### src/rtl/hpi_bus_arbiter.sv
// Two-port arbiter onto the CY7C67200 HPI bus: chip reset sequencing, CS/RD/WR timing, data direction.
// Build option: define HPI_LOCK_EN to honour a_lock/b_lock (bus held by the last locked winner).
module hpi_bus_arbiter #(
    parameter int SETUP_CYC   = 1,
    parameter int STROBE_CYC  = 4,
    parameter int HOLD_CYC    = 1,
    parameter int RECOVER_CYC = 2,
    parameter int RST_CYC     = 16
) (
    input  logic        Clk,
    input  logic        Reset,

    input  logic        a_req,
    input  logic        a_we,
    input  logic [1:0]  a_addr,
    input  logic [15:0] a_wdata,
    input  logic        a_lock,
    output logic        a_done,
    output logic [15:0] a_rdata,

    input  logic        b_req,
    input  logic        b_we,
    input  logic [1:0]  b_addr,
    input  logic [15:0] b_wdata,
    input  logic        b_lock,
    output logic        b_done,
    output logic [15:0] b_rdata,

    output logic [1:0]  hpi_addr,
    output logic        hpi_cs_n,
    output logic        hpi_rd_n,
    output logic        hpi_wr_n,
    output logic        hpi_rst_n,
    output logic [15:0] hpi_data_out,
    output logic        hpi_data_oe,
    input  logic [15:0] hpi_data_in,
    output logic        busy,

    output logic [2:0]  dbg_state_o
);

    // Handshake: a requester raises req with its fields stable and holds them until
    // its done pulse; it must drop req the cycle after done. A req seen high in IDLE
    // is always treated as a new request.

    localparam int MAX_SS = (SETUP_CYC > STROBE_CYC) ? SETUP_CYC : STROBE_CYC;
    localparam int MAX_HR = (HOLD_CYC > RECOVER_CYC) ? HOLD_CYC : RECOVER_CYC;
    localparam int MAX_PH = (MAX_SS > MAX_HR) ? MAX_SS : MAX_HR;
    localparam int MAX_C  = (MAX_PH > RST_CYC) ? MAX_PH : RST_CYC;
    localparam int CW     = $clog2(MAX_C + 1);

    localparam logic [CW-1:0] SETUP_LD   = CW'(SETUP_CYC - 1);
    localparam logic [CW-1:0] STROBE_LD  = CW'(STROBE_CYC - 1);
    localparam logic [CW-1:0] HOLD_LD    = CW'(HOLD_CYC - 1);
    localparam logic [CW-1:0] RECOVER_LD = CW'((RECOVER_CYC > 0) ? RECOVER_CYC - 1 : 0);
    localparam logic [CW-1:0] RST_LD     = CW'(RST_CYC);

    typedef enum logic [2:0] {
        ST_CHIPRST = 3'd0,
        ST_IDLE    = 3'd1,
        ST_SETUP   = 3'd2,
        ST_STROBE  = 3'd3,
        ST_HOLD    = 3'd4,
        ST_RECOVER = 3'd5
    } state_t;

    state_t        state_q, state_d;
    logic [CW-1:0] cnt_q, cnt_d;
    logic          last_cyc;

    logic          grant_a, grant_b, contend;
    logic          win_lock;

    logic          win_q;       // 0 = port A, 1 = port B
    logic          we_q;
    logic          lock_q;
    logic [1:0]    addr_q;
    logic [15:0]   wdata_q;
    logic [15:0]   a_rdata_q, b_rdata_q;
    logic          rr_q;        // 0 = A wins next contention, 1 = B
    logic          own_vld_q;
    logic          own_b_q;

    assign last_cyc = (cnt_q == '0);

    // Arbitration is only meaningful in IDLE; a lock owner excludes the other side.
    always_comb begin
        grant_a = 1'b0;
        grant_b = 1'b0;
        contend = 1'b0;
        if (state_q == ST_IDLE) begin
            if (own_vld_q) begin
                grant_a = a_req && !own_b_q;
                grant_b = b_req &&  own_b_q;
            end else if (a_req && b_req) begin
                contend = 1'b1;
                grant_a = !rr_q;
                grant_b =  rr_q;
            end else begin
                grant_a = a_req;
                grant_b = b_req;
            end
        end
    end

`ifdef HPI_LOCK_EN
    assign win_lock = grant_b ? b_lock : a_lock;
`else
    logic unused_lock;
    assign unused_lock = a_lock ^ b_lock;
    assign win_lock    = 1'b0;
`endif

    // State register
    always_ff @(posedge Clk) begin
        if (Reset) begin
            state_q <= ST_CHIPRST;
            cnt_q   <= RST_LD;
        end else begin
            state_q <= state_d;
            cnt_q   <= cnt_d;
        end
    end

    // Next-state logic; the counter reloads on every state entry.
    always_comb begin
        state_d = state_q;
        cnt_d   = last_cyc ? cnt_q : cnt_q - 1'b1;
        case (state_q)
            ST_CHIPRST: begin
                if (last_cyc) state_d = ST_IDLE;
            end
            ST_IDLE: begin
                if (grant_a || grant_b) begin
                    state_d = ST_SETUP;
                    cnt_d   = SETUP_LD;
                end
            end
            ST_SETUP: begin
                if (last_cyc) begin
                    state_d = ST_STROBE;
                    cnt_d   = STROBE_LD;
                end
            end
            ST_STROBE: begin
                if (last_cyc) begin
                    state_d = ST_HOLD;
                    cnt_d   = HOLD_LD;
                end
            end
            ST_HOLD: begin
                if (last_cyc) begin
                    if (RECOVER_CYC == 0) begin
                        state_d = ST_IDLE;
                    end else begin
                        state_d = ST_RECOVER;
                        cnt_d   = RECOVER_LD;
                    end
                end
            end
            ST_RECOVER: begin
                if (last_cyc) state_d = ST_IDLE;
            end
            default: begin
                state_d = ST_CHIPRST;
                cnt_d   = RST_LD;
            end
        endcase
    end

    // Access context, read capture, round-robin pointer and lock owner.
    always_ff @(posedge Clk) begin
        if (Reset) begin
            win_q     <= 1'b0;
            we_q      <= 1'b0;
            lock_q    <= 1'b0;
            addr_q    <= 2'd0;
            wdata_q   <= 16'd0;
            a_rdata_q <= 16'd0;
            b_rdata_q <= 16'd0;
            rr_q      <= 1'b0;
            own_vld_q <= 1'b0;
            own_b_q   <= 1'b0;
        end else begin
            if (grant_a || grant_b) begin
                win_q   <= grant_b;
                we_q    <= grant_b ? b_we    : a_we;
                addr_q  <= grant_b ? b_addr  : a_addr;
                wdata_q <= grant_b ? b_wdata : a_wdata;
                lock_q  <= win_lock;
                if (contend) rr_q <= grant_a;
            end
            if (state_q == ST_STROBE && last_cyc && !we_q) begin
                if (win_q) b_rdata_q <= hpi_data_in;
                else       a_rdata_q <= hpi_data_in;
            end
            if (state_q == ST_HOLD && last_cyc) begin
                own_vld_q <= lock_q;
                own_b_q   <= win_q;
            end
        end
    end

    // Output decode; chip select spans SETUP through HOLD.
    always_comb begin
        busy         = (state_q != ST_IDLE);
        hpi_cs_n     = !(state_q == ST_SETUP || state_q == ST_STROBE || state_q == ST_HOLD);
        hpi_rd_n     = !(state_q == ST_STROBE && !we_q);
        hpi_wr_n     = !(state_q == ST_STROBE &&  we_q);
        hpi_data_oe  = !hpi_cs_n && we_q;
        hpi_rst_n    = !(state_q == ST_CHIPRST && !last_cyc);
        hpi_addr     = addr_q;
        hpi_data_out = wdata_q;
        a_done       = (state_q == ST_HOLD) && last_cyc && !win_q;
        b_done       = (state_q == ST_HOLD) && last_cyc &&  win_q;
        a_rdata      = a_rdata_q;
        b_rdata      = b_rdata_q;
        dbg_state_o  = state_q;
    end

endmodule

### config.mk
export PLATFORM = sky130hd
export DESIGN_NAME = hpi_bus_arbiter
export DESIGN_NICKNAME = d
export VERILOG_FILES = /design/src/rtl/hpi_bus_arbiter.sv
export SDC_FILE = /design/constraint.sdc
export NUM_CORES = 1
export LEC_CHECK = 0
export BUFFER_PORTS_ARGS = -buffer_cell sky130_fd_sc_hd__buf_2
export CAP_MARGIN = 10
export CORE_ASPECT_RATIO = 1.4
export CORE_MARGIN = 8
export CORE_UTILIZATION = 52
export CTS_CLUSTER_DIAMETER = 40
export DETAILED_ROUTE_END_ITERATION = 16
export PLACE_DENSITY = 0.9
export SETUP_SLACK_MARGIN = 0.05
export SLEW_MARGIN = 20
export SYNTH_ARGS = -nofsm -noshare
export SYNTH_HDL_FRONTEND = slang
export SYNTH_SLANG_ARGS = --single-unit
### constraint.sdc
create_clock -name Clk -period 5.39 [get_ports Clk]
set_input_delay 0.539 -clock Clk [delete_from_list [all_inputs] [get_ports Clk]]
set_output_delay 0.539 -clock Clk [all_outputs]
set_load 0.005 [all_outputs]
==> run summary, run 1 <==
Inserted Diodes = 0
Endpoint, Worst Hold = hpi_data_out[10]
Routed Antenna Nets = 0
total CTS buffers = 9
die span in x = 79.8 um
Filler cells = 422
first-pass GRT wire length = 12700 um
total power = 0.00133 W
Max clock buf depth = 2
initial antenna violation count = 0
drt first pass iters = 6
number of synthesized flops with an enable pin = 0
initial core utilization = 53.7%
R2R Setup Slk = 2.79 ns
status = completed
CTS tree = done
Synth Warn # = 0
Mapped Avg Cell Area = 9.51 um2
syn_nets = 375
gp weighted congestion = 0.847
PwrDens = 357 nW/um2
clk sinks = 61
Area growth, synth to finish = 25.3%
Tcrit/Tclk final = 48.2%
Final Hold Fails = 0
Die Area = 8410 um2
Worst Setup Path Type = reg -> reg
largest net degree at the start of global routing = 74
part of the Yosys area used for sequential elements = 41.2%
most frequent cells in the layout = buf_2 (118), dfxtp_1 (61), nand2b_1 (52), mux2i_1 (32), a21oi_1 (20)
fin nets = 473
Top Ports = 121
Clock Skews = 0.0120 ns
post-route minimum period = 2.60 ns
CP startpoint kind = flop
largest cells by area after synthesis = dfxtp_1 (41%), nand2b_1 (11%), mux2i_1 (11%), a311oi_1 (4.7%), o31ai_1 (4.0%)
Synth Flop Type = dfxtp_1
worst r2r dst = a_rdata[2]
Synth Register Bits = 61
Setup violations, final = 0
wirelength, routed = 7720 um
# DRC = 0
WL/cell = 16.0 um
RSZ-0062 raised after global routing = false
hold path depth = 2
maximum clock frequency = 0.385 GHz
WP data arrival = 2.86 ns
clk_lat worst skew = 0.34 ns
vias in the first global route = 2851
CP required = 5.65 ns
leakage = 1.66 nW
DIE HEIGHT = 105 um
post-CTS resize count = 0
crit end category = flop
commonest non-fill, non-tap cell in the layout = buf_2
Worst Tran Pin Value = 1.00 ns
Peak VDD IR = 0.234 mV
MaxCap Viol Count = 0
DPL Wire Length = 5630 um
Std-Cell Core Area = 5530 um2
Hold Slack = 0.425 ns
Critical R2R Launch = cnt_q[0]
Synth cell types = 46
Post-Syn Area = 2970 um2
drt initial violations = 162
r2r worst-path depth = 6
area leader, netlist = dfxtp_1
CTS H-Tree Depth = 3
Hold Crit Start = b_wdata[10]
number of port buffers = 118
Hold Path Class = in -> reg
via count = 2712
final slew viol count = 0
Post-Syn Instances = 312
worst-path fanout max = 16
floorplan row count = 32
via-per-instance ratio = 5.63
GRT Total Usage = 18.2%
fraction of registers with async set/reset = 0%
postcts setup bufs = 0
Max transition margin = 32.8%
total overflow reported by the global router = 0
Clock transition at path regs = 0.07 ns
CTS root buffer = clkbuf_8
Setup TNS Final = 0 ns
share of the synthesized area in the top cell type = 41.2%
share of cells above drive strength 1 = 34.3%
hold_buf cts = 0
final cells by class:
type,count,area [um2],area share (%)
timing repair buffer,119,598,16.1
clock buffer,10,138,3.70
clock inverter,5,75.1,2.02
tap,68,85.1,2.29
inverter,8,30.0,0.808
sequential,61,1220,32.8
multi-input combinational,211,1570,42.3
worst max-delay path, cell delays in order (launching register included):
cell and delay, ns:
dfxtp_1 0.33, inv_1 0.09, ha_1 0.22, nor4b_4 0.55, inv_2 0.19, nor3_4 0.85, mux2i_1 0.29
worst max path at each step:
stage,start,slack [ns],endpoint,depth (start not counted)
CTS,cnt_q[0],2.76,a_rdata[2],6
floorplan,cnt_q[0],3.54,hpi_rst_n,5
global route,cnt_q[0],2.62,a_rdata[2],6
detailed placement,cnt_q[0],2.76,a_rdata[2],6
finish,cnt_q[0],2.79,a_rdata[2],6
global placement,dbg_state_o[0],2.59,hpi_addr[1],5
stage by stage:
stage	area, um2	setup slack, ns	cells	util [%]
2_1_floorplan	2970	3.54	312	-
5_1_grt	3720	2.62	482	67.3
3_5_place_dp	3500	2.76	467	63.4
6_report	3720	2.79	482	67.3
3_3_place_gp	3500	2.59	467	63.4
4_1_cts	3720	2.76	482	67.3
cell families after synthesis:
logic type | after synthesis | synth area share [%]
AO/OA/AOI/OAI | 69 | 16.6
XOR/XNOR | 2 | 0.591
adder cells (fa/ha/maj) | 3 | 1.27
buffers and inverters | 40 | 6.24
flip-flops | 61 | 41.2
multiplexers | 33 | 11.2
AND/OR/NAND/NOR | 104 | 22.9
report_power, final:
group | total [W] | switching [W] | internal [W]
logic | 0.000339 | 0.000185 | 0.000153
registers | 0.000548 | 0.0000466 | 0.000502
clock network | 0.000440 | 0.000172 | 0.000268
total | 0.00133 | 0.000404 | 0.000923
sequential cells by signal, summed over array words and instances, names as in the netlist:
register,cells
hpi_addr,2
cnt_q,5
dbg_state_o,3
hpi_data_out,16
we_q,1
rr_q,1
win_q,1
b_rdata,16
a_rdata,16
cell usage after synthesis, types with 3 or more instances:
master    instances
nor2_1            5
clkbuf_1         21
nand3_1           4
ha_1              3
nor4_1            3
and4_1            3
a221o_1           4
a21oi_1          20
o21ai_0           3
buf_2             6
a311oi_1         16
dfxtp_1          61
o31ai_1          16
mux2i_1          32
nand2b_1         52
nand4_1          16
and3_1            3
nor2b_1           5
inv_2             3
inv_1             4
metal layers:
layer	part of all wire, %	vias to the layer above	wire length [um]	global-route usage (%)
met5	0	-	0	0
met4	1.5	0	119	7.44
met3	11	11	819	6.46
met2	48	123	3690	30.5
met1	40	1240	3090	20.0
li1	-	1338	-	-
No activity file was read; power rests on OpenSTA's default activity.
==> inputs of run 2 (changes only) <==
--- a/config.mk
+++ b/config.mk
@@ -9,10 +9,10 @@
 export CAP_MARGIN = 10
 export CORE_ASPECT_RATIO = 1.4
 export CORE_MARGIN = 8
-export CORE_UTILIZATION = 52
+export CORE_UTILIZATION = 48
 export CTS_CLUSTER_DIAMETER = 40
 export DETAILED_ROUTE_END_ITERATION = 16
-export PLACE_DENSITY = 0.9
+export PLACE_DENSITY = 0.85
 export SETUP_SLACK_MARGIN = 0.05
 export SLEW_MARGIN = 20
 export SYNTH_ARGS = -nofsm -noshare
==> constraint.sdc (replaced) <==
create_clock -name Clk -period 2.65 [get_ports Clk]
set_input_delay 0.265 -clock Clk [delete_from_list [all_inputs] [get_ports Clk]]
set_output_delay 0.265 -clock Clk [all_outputs]
set_load 0.005 [all_outputs]
==> run 2 against run 1 <==
  * Clock power rose by 89%
  * Clock skew barely moved
  * Total power rose by 100%
  * Flip-flop and latch count did not move
  * Non-clock buffer count rose by 8
  * Register-to-register slack got worse by 2.1 ns
  * Sequential share of layout area fell by 0.43 points
  * Die area rose by 6.8%
  * Largest cell class unchanged
  * Largest power group unchanged
==> run summary, run 2 (same netlist as run 1, synthesis figures left out) <==
Max clock buf depth = 2
CTS root buffer = clkbuf_8
Clock Skews = 0.0117 ns
final slew viol count = 0
floorplan row count = 34
first-pass GRT wire length = 12800 um
met2 Resource Use GR = 29.7%
Hold Crit Start = b_wdata[11]
WP data arrival = 1.89 ns
vias in the first global route = 2834
CP required = 2.38 ns
number of port buffers = 118
# DRC = 0
Setup violations, final = 0
Endpoint, Worst Hold = hpi_data_out[11]
gp weighted congestion = 0.803
worst-path fanout max = 10
Routed Antenna Nets = 0
Hold Path Class = in -> reg
via-per-instance ratio = 5.58
total power = 0.00266 W
met3 GRT Util = 6.60%
maximum clock frequency = 0.463 GHz
Worst Tran Pin Value = 0.641 ns
placed instance count = 479
DIE HEIGHT = 109 um
R2R Setup Slk = 0.71 ns
Peak VDD IR = 0.493 mV
GRT Total Usage = 17.9%
initial core utilization = 48.8%
Tcrit/Tclk final = 81.4%
leakage = 1.68 nW
post-route minimum period = 2.16 ns
Clock power frac = 31.3%
RSZ-0062 raised after global routing = false
commonest non-fill, non-tap cell in the layout = buf_2
MaxCap Viol Count = 0
Top Ports = 121
Critical R2R Launch = dbg_state_o[0]
DPL Wire Length = 5920 um
crit end category = output pin
Area growth, synth to finish = 27.0%
register share of total power = 41.9%
PwrDens = 705 nW/um2
largest net degree at the start of global routing = 46
CTS tree = done
drt initial violations = 91
drt first pass iters = 4
worst r2r dst = we_q
Sw Pwr = 0.000849 W
via count = 2763
fin nets = 481
total overflow reported by the global router = 0
Final Instance Area = 3770 um2
clk sinks = 61
clk_lat worst skew = 0.33 ns
footprint of the multi-input gates = 1570 um2
hold path depth = 2
total CTS buffers = 9
WL/cell = 16.3 um
wirelength, routed = 8090 um
met1 usage = 20.0%
status = completed
r2r worst-path depth = 4
CP startpoint kind = flop
Inserted Diodes = 0
postcts setup bufs = 0
hold_buf cts = 0
register area = 1220 um2
Std-Cell Core Area = 6080 um2
Max transition margin = 57.3%
GR peak layer = met2
Final Hold Fails = 0
Clock transition at path regs = 0.07 ns
Filler cells = 503
post-CTS resize count = 0
logic gate share of total power = 26.8%
Worst Setup Path Type = reg -> out
share of cells above drive strength 1 = 35.0%
Setup TNS Final = 0 ns
die span in x = 82.4 um
most frequent cells in the layout = buf_2 (118), dfxtp_1 (61), nand2b_1 (52), mux2i_1 (32), a21oi_1 (20)
initial antenna violation count = 0
CTS H-Tree Depth = 3
Net Sw Frac = 32.0%
Die Area = 8990 um2
final non-filler cell total = 495
Power Internal = 0.00181 W
placed cell area = 3570 um2
## run 2: area by class of cell
cell class	instances	share of cell area, %
inverters	8	0.797
clock buffers	11	3.75
repair buffers	127	17.5
flip-flops and latches	61	32.4
multi-input cells	211	41.6
clock inverters	5	1.59
well taps	72	2.39
## run 2: how the worst max path moves through the flow
stage	start	end	slack (ns)
6_report	cnt_q[0]	hpi_rst_n	0.49
3_5_place_dp	dbg_state_o[0]	we_q	0.73
3_3_place_gp	dbg_state_o[0]	we_q	0.79
5_1_grt	cnt_q[0]	hpi_rst_n	0.42
2_1_floorplan	cnt_q[0]	b_rdata[10]	0.89
4_1_cts	cnt_q[0]	hpi_rst_n	0.46
## run 2: power by group through the flow
stage	combinational [W]	clock, W	sequential [W]
3_3_place_gp	0.000689	0	0.00113
4_1_cts	0.000716	0.000852	0.00111
6_report	0.000713	0.000830	0.00111
2_1_floorplan	0.000490	0	0.00111
3_5_place_dp	0.000714	0	0.00113
5_1_grt	0.000792	0.000889	0.00113
## run 2: critical path: stages (launching register included)
cell	delay, ns
dfxtp_1	0.37
inv_1	0.09
ha_1	0.24
nor4b_4	0.15
buf_4	0.17
or4_1	0.40
buf_2	0.14
## run 2: metrics by stage
step | setup slack (ns) | utilization [%] | hold WS, ns
2_1_floorplan | 0.891 | - | 0.403
3_3_place_gp | 0.789 | 58.6 | 0.457
3_5_place_dp | 0.734 | 58.6 | 0.464
4_1_cts | 0.464 | 61.9 | 0.130
5_1_grt | 0.420 | 61.9 | 0.141
6_report | 0.492 | 61.9 | 0.150
## run 2: layer usage
layer / part of all wire [%] / routed length (um)
met1: 40 / 3210
met2: 49 / 3960
met3: 11 / 871
met4: 0.49 / 40
met5: 0 / 0
==> inputs of run 3 (changes only) <==
--- a/config.mk
+++ b/config.mk
@@ -9,10 +9,10 @@
 export CAP_MARGIN = 10
 export CORE_ASPECT_RATIO = 1.4
 export CORE_MARGIN = 8
-export CORE_UTILIZATION = 48
+export CORE_UTILIZATION = 44
 export CTS_CLUSTER_DIAMETER = 40
 export DETAILED_ROUTE_END_ITERATION = 16
-export PLACE_DENSITY = 0.85
+export PLACE_DENSITY = 0.82
 export SETUP_SLACK_MARGIN = 0.05
 export SLEW_MARGIN = 20
 export SYNTH_ARGS = -nofsm -noshare
==> constraint.sdc (replaced) <==
create_clock -name Clk -period 1.8 [get_ports Clk]
set_input_delay 0.18 -clock Clk [delete_from_list [all_inputs] [get_ports Clk]]
set_output_delay 0.18 -clock Clk [all_outputs]
set_load 0.005 [all_outputs]
==> run 3 against run 2 <==
  * The run now ends with setup timing left
  * Hold slack worse by 0.075 ns
  * Via count is 2.1% higher
  * Sequential power is 46% higher
  * Clock skew is 0.0044 ns lower
  * Critical endpoint unchanged
  * Largest power group unchanged
==> run summary, run 3 (same netlist as run 1, synthesis figures left out) <==
status = complete, but fails checks
violated checks = setup timing
crit end category = output pin
Inserted Diodes = 0
GRT Total Usage = 17.8%
post-route minimum period = 1.87 ns
Clock transition at path regs = 0.07 ns
Tcrit/Tclk final = 104%
Final Hold Fails = 0
Final Core Density = 62.0%
Clock Skews = 0.00729 ns
DIE HEIGHT = 113 um
Die Area = 9660 um2
WP data arrival = 1.69 ns
MaxCap Viol Count = 0
CTS tree = done
Final Instance Area = 4080 um2
register share of total power = 35.9%
crit-path cells = inv_2 -> ha_4 -> nor4b_4 -> buf_6 -> or4_1 -> buf_2
share of cells above drive strength 1 = 40.9%
floorplan row count = 35
Peak VDD IR = 0.848 mV
Clock power frac = 33.3%
Max transition margin = 76.2%
pre-CTS setup slack = -0.000867 ns
initial core utilization = 45.2%
total power = 0.00452 W
final slew viol count = 0
die span in x = 85.4 um
logic gate share of total power = 30.7%
Slowest cell on crit path = or4_1
# DRC = 0
wirelength, routed = 8660 um
Setup violations, final = 2
most frequent cells in the layout = buf_2 (117), dfxtp_1 (57), nand2b_1 (52), mux2i_1 (32)
number of port buffers = 118
gp weighted congestion = 0.885
Routed Antenna Nets = 0
via-per-instance ratio = 5.51
leakage = 1.81 nW
drt first pass iters = 4
Max clock buf depth = 2
Filler cells = 524
via count = 2821
maximum clock frequency = 0.536 GHz
Sw Pwr = 0.00135 W
worst-path fanout max = 4
Std-Cell Core Area = 6570 um2
largest net degree at the start of global routing = 40
Area growth, synth to finish = 37.4%
initial antenna violation count = 0
placed cell area = 3650 um2
hold_buf cts = 0
Final WS setup = -0.0654 ns
vias in the first global route = 3005
first-pass GRT wire length = 13900 um
RSZ-0062 raised after global routing = true
drt initial violations = 80
Hold Path Class = in -> reg
CP startpoint kind = flop
Net Sw Frac = 29.9%
CP required = 1.62 ns
clk_lat worst skew = 0.33 ns
Power Internal = 0.00317 W
total CTS buffers = 9
total overflow reported by the global router = 0
commonest non-fill, non-tap cell in the layout = buf_2
Crit path largest cell delay = 0.39 ns
PwrDens = 1110 nW/um2
Worst Tran Pin Value = 0.354 ns
Worst Setup Path Type = reg -> out
DPL Wire Length = 6140 um
clk sinks = 61
Top Ports = 121
WL/cell = 16.9 um
fin nets = 497
CTS H-Tree Depth = 3
CTS root buffer = clkbuf_8
[run 3: cell types whose count changed in the layout (fill, tap and decap cells not counted), moves of 2 or more]
| cell | delta |
|---|---|
| buf_4 | +11 |
| dfxtp_1 | -4 |
| dfxtp_2 | +4 |
| buf_12 | +3 |
| buf_6 | +3 |
| ha_1 | -3 |
| ha_4 | +3 |
| bufinv_16 | +2 |
| clkinv_4 | -2 |
| inv_1 | -2 |
[run 3: routing by layer]
layer	track usage, %	vias to the layer above	share of wire, %
li1	-	1396	-
met1	18.9	1288	42
met2	31.2	130	49
met3	7.47	7	9.1
met4	5.05	0	0.83
met5	0	-	0
[run 3: timing repair]
| action | 4_1_cts | 5_1_grt |
|---|---|---|
| setup endpoints to repair | 27 | 51 |
| pin swaps | 1 | 3 |
| gates resized for setup | 14 | 12 |
| buffers inserted | 5 | 5 |
[run 3: power by group through the flow]
stage / Combinational [W] / Sequential [W] / Clock, W
after floorplan: 0.000724 / 0.00164 / 0
after detailed placement: 0.00114 / 0.00164 / 0
after global placement: 0.00110 / 0.00164 / 0
final: 0.00139 / 0.00162 / 0.00151
after global routing: 0.00152 / 0.00164 / 0.00160
after CTS: 0.00124 / 0.00162 / 0.00153
[run 3: final cells by class]
| cell class | instances | area [um2] | share of cell area (%) |
|---|---|---|---|
| clock buffers | 11 | 151 | 3.72 |
| clock inverters | 4 | 95.1 | 2.33 |
| inverters | 8 | 37.5 | 0.921 |
| multi-input cells | 211 | 1640 | 40.3 |
| flip-flops and latches | 61 | 1230 | 30.1 |
| well taps | 74 | 92.6 | 2.27 |
| repair buffers | 143 | 830 | 20.4 |
[run 3: worst paths after layout]
path                                   from          endpoint  slack (ns)  depth (start not counted)
worst max-delay path               cnt_q[0]         hpi_rst_n       -0.07                          6
worst min-delay path            b_wdata[10]  hpi_data_out[10]        0.07                          2
worst max register to register     cnt_q[1]          cnt_q[0]       -0.03                          8
worst min register to register  b_rdata[12]       b_rdata[12]        0.47                          2
[run 3: critical path: cells and delay by family, from the launching register on]
family | cells | cell delay, ns
adders and majority gates | 1 | 0.15
DFF | 1 | 0.34
buffers and inverters | 3 | 0.34
and+or+nand+nor | 2 | 0.52
[run 3: through the flow]
step | setup TNS, ns | cells | hold WS, ns
2_1_floorplan | 0 | 312 | 0.318
3_3_place_gp | 0 | 487 | 0.407
3_5_place_dp | -0.000867 | 487 | 0.411
4_1_cts | -0.0946 | 507 | 0.0577
5_1_grt | -0.959 | 512 | 0.0549
6_report | -0.0943 | 512 | 0.0746
